===== src/rtl/adc_link_pkg.sv =====
// Shared definitions for the ADC frame SPI link: command codes, response lengths, status layout, CRC.
// Response lengths for both FRAME_CRC_EN settings live here; the top picks one set.
package adc_link_pkg;

    localparam logic [7:0] CMD_READ_FRAME = 8'h80;
    localparam logic [7:0] CMD_READ_PPS   = 8'h40;

    localparam int LEN_FRAME     = 136;
    localparam int LEN_PPS       = 24;
    localparam int LEN_STAT      = 8;
    localparam int LEN_FRAME_CRC = 144;
    localparam int LEN_PPS_CRC   = 32;
    localparam int LEN_STAT_CRC  = 16;

    localparam int ST_FRAME_VALID = 7;
    localparam int ST_OVERFLOW    = 6;

    localparam logic [7:0] CRC8_POLY = 8'h07;

    typedef enum logic [1:0] {
        ST_IDLE,
        ST_CMD,
        ST_RESP,
        ST_DONE
    } spi_state_e;

    // MSB-first CRC-8, init 0. Leading zero bits leave a zero CRC untouched, so
    // shorter messages can be right-aligned in the 136-bit vector.
    function automatic logic [7:0] crc8_136(input logic [135:0] d);
        logic [7:0] c;
        c = 8'h00;
        for (int i = 135; i >= 0; i--) begin
            c = (c[7] ^ d[i]) ? ({c[6:0], 1'b0} ^ CRC8_POLY) : {c[6:0], 1'b0};
        end
        return c;
    endfunction

endpackage


===== src/rtl/adc_frame_spi_slave_if.sv =====
// Pin/FIFO bundle of the ADC frame SPI responder; slave = responder side, master = host/FIFO side.
interface adc_frame_spi_slave_if;
    logic         SCK;
    logic         CS;
    logic         MOSI;
    logic         MISO;
    logic [127:0] fifo_data;
    logic         fifo_empty;
    logic         fifo_rd_en;
    logic         fifo_overflow;
    logic [15:0]  pps_tag_timestamp;
    logic         busy;

    modport slave (
        input  SCK, CS, MOSI, fifo_data, fifo_empty, fifo_overflow, pps_tag_timestamp,
        output MISO, fifo_rd_en, busy
    );

    modport master (
        output SCK, CS, MOSI, fifo_data, fifo_empty, fifo_overflow, pps_tag_timestamp,
        input  MISO, fifo_rd_en, busy
    );
endinterface


===== src/rtl/spi_slave_sync.sv =====
// Brings SCK/CS/MOSI into the clk domain through SYNC_STAGES flops and detects SCK edges.
module spi_slave_sync #(
    parameter int SYNC_STAGES = 2
) (
    input  logic clk,
    input  logic rst,
    input  logic sck_i,
    input  logic cs_i,
    input  logic mosi_i,
    output logic sck_rise,
    output logic sck_fall,
    output logic cs_active,
    output logic mosi_s
);

    logic [SYNC_STAGES-1:0] sck_q;
    logic [SYNC_STAGES-1:0] cs_q;
    logic [SYNC_STAGES-1:0] mosi_q;
    logic                   sck_prev_q;

    // CS resets high so a held-low CS during reset is only seen as a fresh falling edge.
    always_ff @(posedge clk or posedge rst) begin
        if (rst) begin
            sck_q      <= '0;
            cs_q       <= '1;
            mosi_q     <= '0;
            sck_prev_q <= 1'b0;
        end else begin
            sck_q      <= {sck_q[SYNC_STAGES-2:0], sck_i};
            cs_q       <= {cs_q[SYNC_STAGES-2:0], cs_i};
            mosi_q     <= {mosi_q[SYNC_STAGES-2:0], mosi_i};
            sck_prev_q <= sck_q[SYNC_STAGES-1];
        end
    end

    assign sck_rise  =  sck_q[SYNC_STAGES-1] & ~sck_prev_q;
    assign sck_fall  = ~sck_q[SYNC_STAGES-1] &  sck_prev_q;
    assign cs_active = ~cs_q[SYNC_STAGES-1];
    assign mosi_s    =  mosi_q[SYNC_STAGES-1];

endmodule


===== src/rtl/adc_frame_spi_slave.sv =====
// SPI mode-0 responder draining ADC frames / PPS tag from a show-ahead FIFO.
// FRAME_CRC_EN: when defined, appends a CRC-8 over status+payload to every response.
module adc_frame_spi_slave
    import adc_link_pkg::*;
#(
    parameter int SYNC_STAGES = 2
) (
    input  logic                  clk,
    input  logic                  rst,
    adc_frame_spi_slave_if.slave  bus
);

`ifdef FRAME_CRC_EN
    localparam int LEN_F = LEN_FRAME_CRC;
    localparam int LEN_P = LEN_PPS_CRC;
    localparam int LEN_S = LEN_STAT_CRC;
`else
    localparam int LEN_F = LEN_FRAME;
    localparam int LEN_P = LEN_PPS;
    localparam int LEN_S = LEN_STAT;
`endif
    localparam int RESP_W = LEN_F;

    logic sck_rise, sck_fall, cs_active, mosi_s;

    spi_slave_sync #(.SYNC_STAGES(SYNC_STAGES)) u_sync (
        .clk       (clk),
        .rst       (rst),
        .sck_i     (bus.SCK),
        .cs_i      (bus.CS),
        .mosi_i    (bus.MOSI),
        .sck_rise  (sck_rise),
        .sck_fall  (sck_fall),
        .cs_active (cs_active),
        .mosi_s    (mosi_s)
    );

    spi_state_e        state_q;
    logic [7:0]        cmd_q, cmd_d;
    logic [7:0]        bit_cnt_q;
    logic [7:0]        resp_len_q, resp_len_d;
    logic [RESP_W-1:0] resp_q, resp_d;
    logic              is_frame_q, frame_valid_q;
    logic              miso_q, rd_en_q;
    logic              ovf_q, ovf_d;
    logic [7:0]        status_d;
    logic [135:0]      body_d;
    logic              last_bit, ovf_clr;

    assign cmd_d = {cmd_q[6:0], mosi_s};

    // Response image is built right-aligned, then left-justified so the shifter always taps the MSB.
    always_comb begin
        status_d                 = 8'h00;
        status_d[ST_FRAME_VALID] = ~bus.fifo_empty;
        status_d[ST_OVERFLOW]    = ovf_q;
        body_d                   = {128'h0, status_d};
        resp_len_d               = 8'(LEN_S);
        case (cmd_d)
            CMD_READ_FRAME: begin
                body_d     = {status_d, (bus.fifo_empty ? 128'h0 : bus.fifo_data)};
                resp_len_d = 8'(LEN_F);
            end
            CMD_READ_PPS: begin
                body_d     = {112'h0, status_d, bus.pps_tag_timestamp};
                resp_len_d = 8'(LEN_P);
            end
            default: ;
        endcase
    end

`ifdef FRAME_CRC_EN
    logic [7:0] crc_d;
    assign crc_d  = crc8_136(body_d);
    assign resp_d = {body_d, crc_d} << (8'(RESP_W) - resp_len_d);
`else
    assign resp_d = body_d << (8'(RESP_W) - resp_len_d);
`endif

    assign last_bit = (bit_cnt_q == resp_len_q - 8'd1);
    // A completed READ_FRAME clears the flag whether or not a frame was present.
    assign ovf_clr  = cs_active & (state_q == ST_RESP) & sck_rise & last_bit & is_frame_q;
    assign ovf_d    = bus.fifo_overflow | (ovf_q & ~ovf_clr);

    always_ff @(posedge clk or posedge rst) begin
        if (rst) begin
            state_q       <= ST_IDLE;
            cmd_q         <= '0;
            bit_cnt_q     <= '0;
            resp_len_q    <= '0;
            resp_q        <= '0;
            is_frame_q    <= 1'b0;
            frame_valid_q <= 1'b0;
            miso_q        <= 1'b0;
            rd_en_q       <= 1'b0;
            ovf_q         <= 1'b0;
        end else begin
            rd_en_q <= 1'b0;
            ovf_q   <= ovf_d;
            if (!cs_active) begin
                state_q   <= ST_IDLE;
                miso_q    <= 1'b0;
                bit_cnt_q <= '0;
            end else begin
                case (state_q)
                    ST_IDLE: begin
                        state_q   <= ST_CMD;
                        cmd_q     <= '0;
                        bit_cnt_q <= '0;
                        miso_q    <= 1'b0;
                    end
                    ST_CMD: begin
                        if (sck_rise) begin
                            cmd_q <= cmd_d;
                            if (bit_cnt_q == 8'd7) begin
                                state_q       <= ST_RESP;
                                bit_cnt_q     <= '0;
                                resp_q        <= resp_d;
                                resp_len_q    <= resp_len_d;
                                is_frame_q    <= (cmd_d == CMD_READ_FRAME);
                                frame_valid_q <= ~bus.fifo_empty;
                            end else begin
                                bit_cnt_q <= bit_cnt_q + 8'd1;
                            end
                        end
                    end
                    ST_RESP: begin
                        if (sck_fall) begin
                            miso_q <= resp_q[RESP_W-1];
                            resp_q <= {resp_q[RESP_W-2:0], 1'b0};
                        end
                        if (sck_rise) begin
                            bit_cnt_q <= bit_cnt_q + 8'd1;
                            if (last_bit) begin
                                state_q <= ST_DONE;
                                miso_q  <= 1'b0;
                                rd_en_q <= is_frame_q & frame_valid_q;
                            end
                        end
                    end
                    ST_DONE: miso_q <= 1'b0;
                    default: state_q <= ST_IDLE;
                endcase
            end
        end
    end

    assign bus.MISO       = miso_q;
    assign bus.fifo_rd_en = rd_en_q;
    assign bus.busy       = cs_active;

endmodule


===== src/flat_wrapper.sv =====
// flat-port wrapper written by rule: the top's interface ports become plain ports
module adc_frame_spi_slave_flat import adc_link_pkg::*;
#(
    parameter int SYNC_STAGES = 2
)
  (clk, rst, bus_SCK, bus_CS, bus_MOSI, bus_fifo_data, bus_fifo_empty, bus_fifo_overflow, bus_pps_tag_timestamp, bus_MISO, bus_fifo_rd_en, bus_busy);
  adc_frame_spi_slave_if bus_i ();
  input  logic clk;
  input  logic rst;
  input wire logic [$bits(bus_i.SCK)-1:0] bus_SCK;
  input wire logic [$bits(bus_i.CS)-1:0] bus_CS;
  input wire logic [$bits(bus_i.MOSI)-1:0] bus_MOSI;
  input wire logic [$bits(bus_i.fifo_data)-1:0] bus_fifo_data;
  input wire logic [$bits(bus_i.fifo_empty)-1:0] bus_fifo_empty;
  input wire logic [$bits(bus_i.fifo_overflow)-1:0] bus_fifo_overflow;
  input wire logic [$bits(bus_i.pps_tag_timestamp)-1:0] bus_pps_tag_timestamp;
  output wire logic [$bits(bus_i.MISO)-1:0] bus_MISO;
  output wire logic [$bits(bus_i.fifo_rd_en)-1:0] bus_fifo_rd_en;
  output wire logic [$bits(bus_i.busy)-1:0] bus_busy;
  assign bus_i.SCK = bus_SCK;
  assign bus_i.CS = bus_CS;
  assign bus_i.MOSI = bus_MOSI;
  assign bus_i.fifo_data = bus_fifo_data;
  assign bus_i.fifo_empty = bus_fifo_empty;
  assign bus_i.fifo_overflow = bus_fifo_overflow;
  assign bus_i.pps_tag_timestamp = bus_pps_tag_timestamp;
  assign bus_MISO = bus_i.MISO;
  assign bus_fifo_rd_en = bus_i.fifo_rd_en;
  assign bus_busy = bus_i.busy;
  adc_frame_spi_slave #(.SYNC_STAGES(SYNC_STAGES)) u_core (.clk(clk), .rst(rst), .bus(bus_i));
endmodule

===== config.mk =====
export PLATFORM = sky130hd
export DESIGN_NAME = adc_frame_spi_slave_flat
export DESIGN_NICKNAME = d
export VERILOG_FILES = /design/src/rtl/adc_link_pkg.sv /design/src/rtl/adc_frame_spi_slave_if.sv /design/src/rtl/spi_slave_sync.sv /design/src/rtl/adc_frame_spi_slave.sv /design/src/flat_wrapper.sv
export SDC_FILE = /design/constraint.sdc
export NUM_CORES = 1
export LEC_CHECK = 0
export BUFFER_PORTS_ARGS = -buffer_cell sky130_fd_sc_hd__buf_2
export CORE_AREA = 2 2 121 123
export CTS_BUF_LIST = sky130_fd_sc_hd__clkbuf_2
export CTS_CLUSTER_SIZE = 12
export DETAILED_ROUTE_END_ITERATION = 12
export DIE_AREA = 0 0 123 125
export PLACE_DENSITY_LB_ADDON = 0.05
export SLEW_MARGIN = 20
export SYNTH_ARGS = -nofsm -noshare
export SYNTH_HDL_FRONTEND = slang
export SYNTH_SLANG_ARGS = --single-unit

===== constraint.sdc =====
create_clock -name clk -period 6.3 [get_ports clk]
set_input_delay 0.315 -clock clk [delete_from_list [all_inputs] [get_ports clk]]
set_output_delay 0.315 -clock clk [all_outputs]
set_load 0.005 [all_outputs]

After elaboration in Yosys (flattened, before gate mapping). Index checks and enable logic that the tools add are counted.

Logic and storage cells: 86. Bits of input ports: 151. Memories kept: 0. Memory bits (writable): 0. Latch bits: 0. Bits in registers: 173. Memory bits (read-only): 0.

Multiply operators: 0. Reductions and logical operators: 11. Divide/modulo/power cells: 0. Multiplexer cells: 29. Add/sub/neg operators: 3. Bitwise operators: 14. Equality and inequality tests: 14. Order comparisons: 0. Shift-type cells: 1.

Operators with widths (count): one-hot mux 136 bit (2 select lines) (2); 2-to-1 mux 136 bit (3); left shift 136 x 8 -> 136 bit (1); 2-to-1 mux 128 bit (1); 2-to-1 mux 8 bit (4); one-hot mux 8 bit (3 select lines) (1); one-hot mux 8 bit (2 select lines) (1); one-hot mux 7 bit (2 select lines) (1); inequality test 3 x 2 -> 1 bit, second input constant (4); 2-to-1 mux 2 bit (5); AND reduction 5 bit (2); adder 8 x 1 -> 8 bit, second input constant (1); AND 1 bit (8); equality test 8 x 3 -> 1 bit, second input constant (1); equality test 8 x 7 -> 1 bit, second input constant (1); equality test 8 bit (1); equality test 8 bit, second input constant (1); 2-to-1 mux 1 bit (8); subtractor 8 x 1 -> 8 bit, second input constant (1); subtractor 8 bit, first input constant (1); 2-to-1 mux 7 bit (1); inequality test 2 x 1 -> 1 bit, second input constant (3); one-hot mux 2 bit (3 select lines) (1); AND reduction 3 bit (2); other kinds (11) (17).

Logic depth before layout (Yosys ltp).
Word-level depth: 8. Depth in mapped cells: 11. Gate-level depth less buffers: 8.

Cells and area by module. Synthesis repeated with hierarchy kept, for this count alone.

Cell total of the unflattened synthesis: 719. Area total of the unflattened synthesis: 8854.7 sq um.

By module, submodules not included: adc_frame_spi_slave (area an instance 8654.6 sq um, instances 1, cells each 708, seq. area each 4028.9 sq um); spi_slave_sync (area an instance 200.2 sq um, instances 1, cells each 11, seq. area each 177.7 sq um).

Least setup slack after synthesis. No wires, ideal clock.

Path type: register to register. Start: register u_core.cmd_q[0]. End: register u_core.resp_q[23]. Period minus slack after synthesis: 2911 ps. Path slack: 3389 ps. Arrival: 2839 ps. Stages on the path, launching flop included: 10. Buffers on the path: 2. Path through: dfrtp_1 -> nor4_2 -> nand3_1 -> ha_1 -> or4b_1 -> nor4_4 -> buf_2 -> buf_4 -> a221oi_1 -> nor2_1.

Longest elaborated chain between the ends: 7. Elaborated cells between the ends (all ways): 9.

Ends and longest elaborated chain: start, declared (RTL line adc_frame_spi_slave.sv:39) `logic [7:0] cmd_q, cmd_d;`; start signal, assigned (RTL line adc_frame_spi_slave.sv:114) `cmd_q <= cmd_d;`; equality test 8 x 7 -> 1 bit or equality test 8 bit (tied branches) (RTL line adc_frame_spi_slave.sv:59) `case (cmd_d)`; one-hot mux 8 bit (2 select lines) (RTL line adc_frame_spi_slave.sv:59); subtractor 8 bit (RTL line adc_frame_spi_slave.sv:77) `assign resp_d = body_d << (8'(RESP_W) - resp_len_d);`; left shift 136 x 8 -> 136 bit * (RTL line adc_frame_spi_slave.sv:77); 2-to-1 mux 136 bit * (RTL line adc_frame_spi_slave.sv:115) `if (bit_cnt_q == 8'd7) begin`; 2-to-1 mux 136 bit * (RTL line adc_frame_spi_slave.sv:113) `if (sck_rise) begin`; one-hot mux 136 bit (2 select lines) * (RTL line adc_frame_spi_slave.sv:105) `case (state_q)`; end signal, assigned (RTL line adc_frame_spi_slave.sv:118) `resp_q <= resp_d;`; end signal, assigned (RTL line adc_frame_spi_slave.sv:130) `resp_q <= {resp_q[RESP_W-2:0], 1'b0};`; end, declared (RTL line adc_frame_spi_slave.sv:42) `logic [RESP_W-1:0] resp_q, resp_d;`.

Mark *: on every way between the ends. The rest lies on a longest branch, timed or not. The select of a mux whose other input is x is not followed. A chain may end at the register's enable or synchronous reset.

Worst setup path after layout.
Start: register u_core.cmd_q[0]. End: register u_core.resp_q[112].

The elaborated chain is that of the path after synthesis.

==> reports/qor.yml <==
logic_synthesis:
  syn_area_sq_um: 7830
  synth_xor_area_share_pct: 0.336
  syn_avg_cell_area_sq_um: 9.44
  synthMuxAreaShare_pct: 0.959
  ys_ff_latch: 168
  seq_area_frac_synth_pct: 53.8
  yosys_warnings: 0
  synthFlopType: "dfrtp_1"
  syn-num-nets: 986
  synth_top_family_by_area: "compound AO/OA/AOI/OAI gates"
  synth.distinct_cells: 55
  synthAdderAreaFrac_pct: 0.959
  synth-edff-count: 0
  netlist_instances: 829
  synthArstFlopShare_pct: 100
  synth_compound_area_share_pct: 20.9
  synthSimpleGateAreaFrac_pct: 19.1
floorplan:
  placement_rows: 44
  dieHeight_um: 125
  die_area_sq_um: 15400
  core_sq_um: 14200
  ios: 154
  die_w_um: 123
  initial_core_util_pct: 55.1
worst_setup_path:
  ff2ff_setup_slack_ps: 2210
  critPathCaptureType: "flip-flop"
  start_kind: "flip-flop"
  worstPathCellList: "nor4_2 > nand3_1 > ha_1 > or4b_1 > nor4_4 > buf_12 > nand2_1 > o221ai_1 > dlygate4sd3_1 > o21a_1"
  crit_arrival_ps: 4750
  cpPeakStageDelay_ps: 610
  worstPathMaxFanout: 126
  slowest_stage: "dlygate4sd3_1"
  worst_ep_required_time_ps: 6960
  critPathKind: "flip-flop to flip-flop"
cts:
  cts-root-buf: "clkbuf_2"
  insertion_delay_ps: 720
  path_clk_slew_ps: 210
  cts_buffer_depth: 2
  cts_buffers: 17
  htreeDepth: 4
  cts_tree: "done"
  cts_resized: 0
  post_cts.repair.setup_buffers: 0
  clock-sinks: 168
global_route:
  antenna_found_initial: 1
  grt_pass1_vias: 7335
  global_route.usage.met1_pct: 37.3
  grt_usage_pct: 28.4
  grt_max_degree: 127
  grt_most_used_layer: "met2"
  met2_usage_pct: 46.5
  grt_remaining_overflow: 0
  grt_pass1_wl_um: 35000
  use_met3_pct: 5.75
power_and_ir_drop:
  powerDensity_nw_per_um2: 284
  leakage_nw: 4.74
  peakVddDrop_v: 0.000161
timing:
  period_share_pct: 64.9
  finalMaxSlewViolations: 0
  relSlewSlack_pct: 38.7
  period_minus_slack_ps: 4090
  fmax_mhz: 245
  skew_ps: 29.6
  rsz0062_at_grt: "false"
  tightest_slew_ps: 920
  setup_tns_ps: 0
  finalHoldViolations: 0
  finalSetupViolCount: 0
cells_and_area:
  final_common_cell: "nor2_1"
  finish.utilization_pct: 73.0
  num_antenna_cells: 0
  fillers: 1063
  drive_above_1_share_pct: 18.6
  layout_common_cells: "255 x nor2_1, 166 x dfrtp_1, 153 x buf_2"
  area_delta_synth_final_pct: 32.4
  layout.nets: 1240
  finalInstanceArea_sq_um: 10400
placed_design:
  placed_area_sq_um: 8630
  numPortBuffers: 153
  hpwl_um: 12400
  gp_congestion: 0.901
detailed_routing:
  post_drt_via_cell_ratio: 5.89
  drt-pass1-iter-count: 5
  num_vias: 7543
  drcViolationCount: 0
  wl_per_cell_um: 16.7
  drt-total-wl_um: 21400
  drt_iter0_drc: 665
  ant_nets: 0
run_status:
  status: "complete, no violations"
job:
  cap_viol_max_count: 0
worst_hold_path:
  hold_path_class: "input pin to flip-flop"
synth_stat cells (2+ instances only):
library cell  count  share of area [%]
mux2i_1           3               0.38
a21oi_1          22                1.4
nor2_1          256                 12
a221oi_1        115                 13
a22o_1            3               0.34
and2_1            3               0.24
o21a_1           15                1.4
buf_2             4               0.26
or3_1             2               0.16
ha_1              6               0.96
nor4_1            2               0.16
dfrtp_1         166                 53
a222oi_1          2               0.26
inv_1             8               0.38
or2_2             3               0.24
o221ai_1         14                1.6
dfstp_2           2               0.67
buf_4             4               0.38
nand3_1           5               0.32
nor4bb_1          3               0.38
mux2_2            4               0.58
o21ai_0          21                1.3
clkbuf_1         59                2.8
o22ai_1           3               0.24
nand2_1          54                2.6
xor2_1            2               0.22
nand4_1           2               0.16
nor3_1            9               0.58
nand2b_1          4               0.32
nor2b_1           2               0.16
buf_1             3               0.14
o31ai_1           5               0.48
registers in the layout, indices dropped and copies added, names as in the netlist:
register                  flops
u_core.resp_q               136
u_core.bit_cnt_q              8
u_core.cmd_q                  7
u_core.frame_valid_q          1
u_core.ovf_q                  1
u_core.u_sync.mosi_q          2
u_core.u_sync.sck_prev_q      1
u_core.u_sync.sck_q           2
u_core.bus.MISO               1
u_core.bus.fifo_rd_en         1
u_core.resp_len_q             3
u_core.state_q                2
u_core.is_frame_q             1
u_core.u_sync.cs_q            2
worst paths after layout:
path,from,end,cells past startpoint
max,u_core.cmd_q[0],u_core.resp_q[112],10
min,bus_pps_tag_timestamp[9],u_core.resp_q[121],4
max reg2reg,u_core.cmd_q[0],u_core.resp_q[112],10
min reg2reg,u_core.u_sync.cs_q[0],u_core.u_sync.cs_q[1],0
max in group asynchronous,rst,u_core.cmd_q[5],4
min in group asynchronous,rst,u_core.resp_q[65],3
layout make-up:
class	instances	area [sq um]	share of cell area, %
Inverter	9	38.8	0.374
Clock buffer	19	95.1	0.918
Multi-Input combinational cell	582	3350	32.3
Timing Repair Buffer	305	2280	22.0
Tap cell	184	230	2.22
Sequential cell	168	4210	40.6
Clock inverter	13	159	1.53
critical path: cells and delay by family (launching register included):
kind,cells,cell delay [ps]
simple gates,5,1910
buf+inv,2,1040
flops,1,450
fa+ha+maj,1,320
compound gates,2,240
routing by layer:
metal,vias to the layer above,part of all wire (%)
met5,-,0
met1,3707,43
met2,279,50
met4,0,2.6
li1,3505,-
met3,52,5.0
cell families (layout without fill, tap and decap cells):
kind of cell	count (synthesis)	in the layout
multiplexers	7	7
buffers and inverters	79	346
flip-flops	168	168
AO/OA/AOI/OAI	209	209
XOR/XNOR	3	3
AND/OR/NAND/NOR	357	357
adder cells (fa/ha/maj)	6	6
through the flow:
| step | hold slack, ps | total power, mW | setup WS [ps] | std cells |
|---|---|---|---|---|
| after detailed placement | 342 | 2.27 | 2600 | 1102 |
| after global placement | 333 | 2.22 | 2670 | 1102 |
| after global routing | 24.1 | 3.14 | 2020 | 1280 |
| after CTS | 11.4 | 2.94 | 2330 | 1280 |
| final | 92.7 | 2.94 | 2210 | 1280 |
| after floorplan | 319 | 2.07 | 1440 | 829 |
power by group:
group | switching [mW] | internal (mW)
registers | 0.208 | 1.43
clock network | 0.350 | 0.254
logic | 0.368 | 0.332
what timing repair did:
item / CTS / global route
endpoints found under the hold margin: 236 / 0
hold buffers: 146 / 0
endpoints found under the setup margin: 0 / 0
Power figures use the tool's default switching activity.
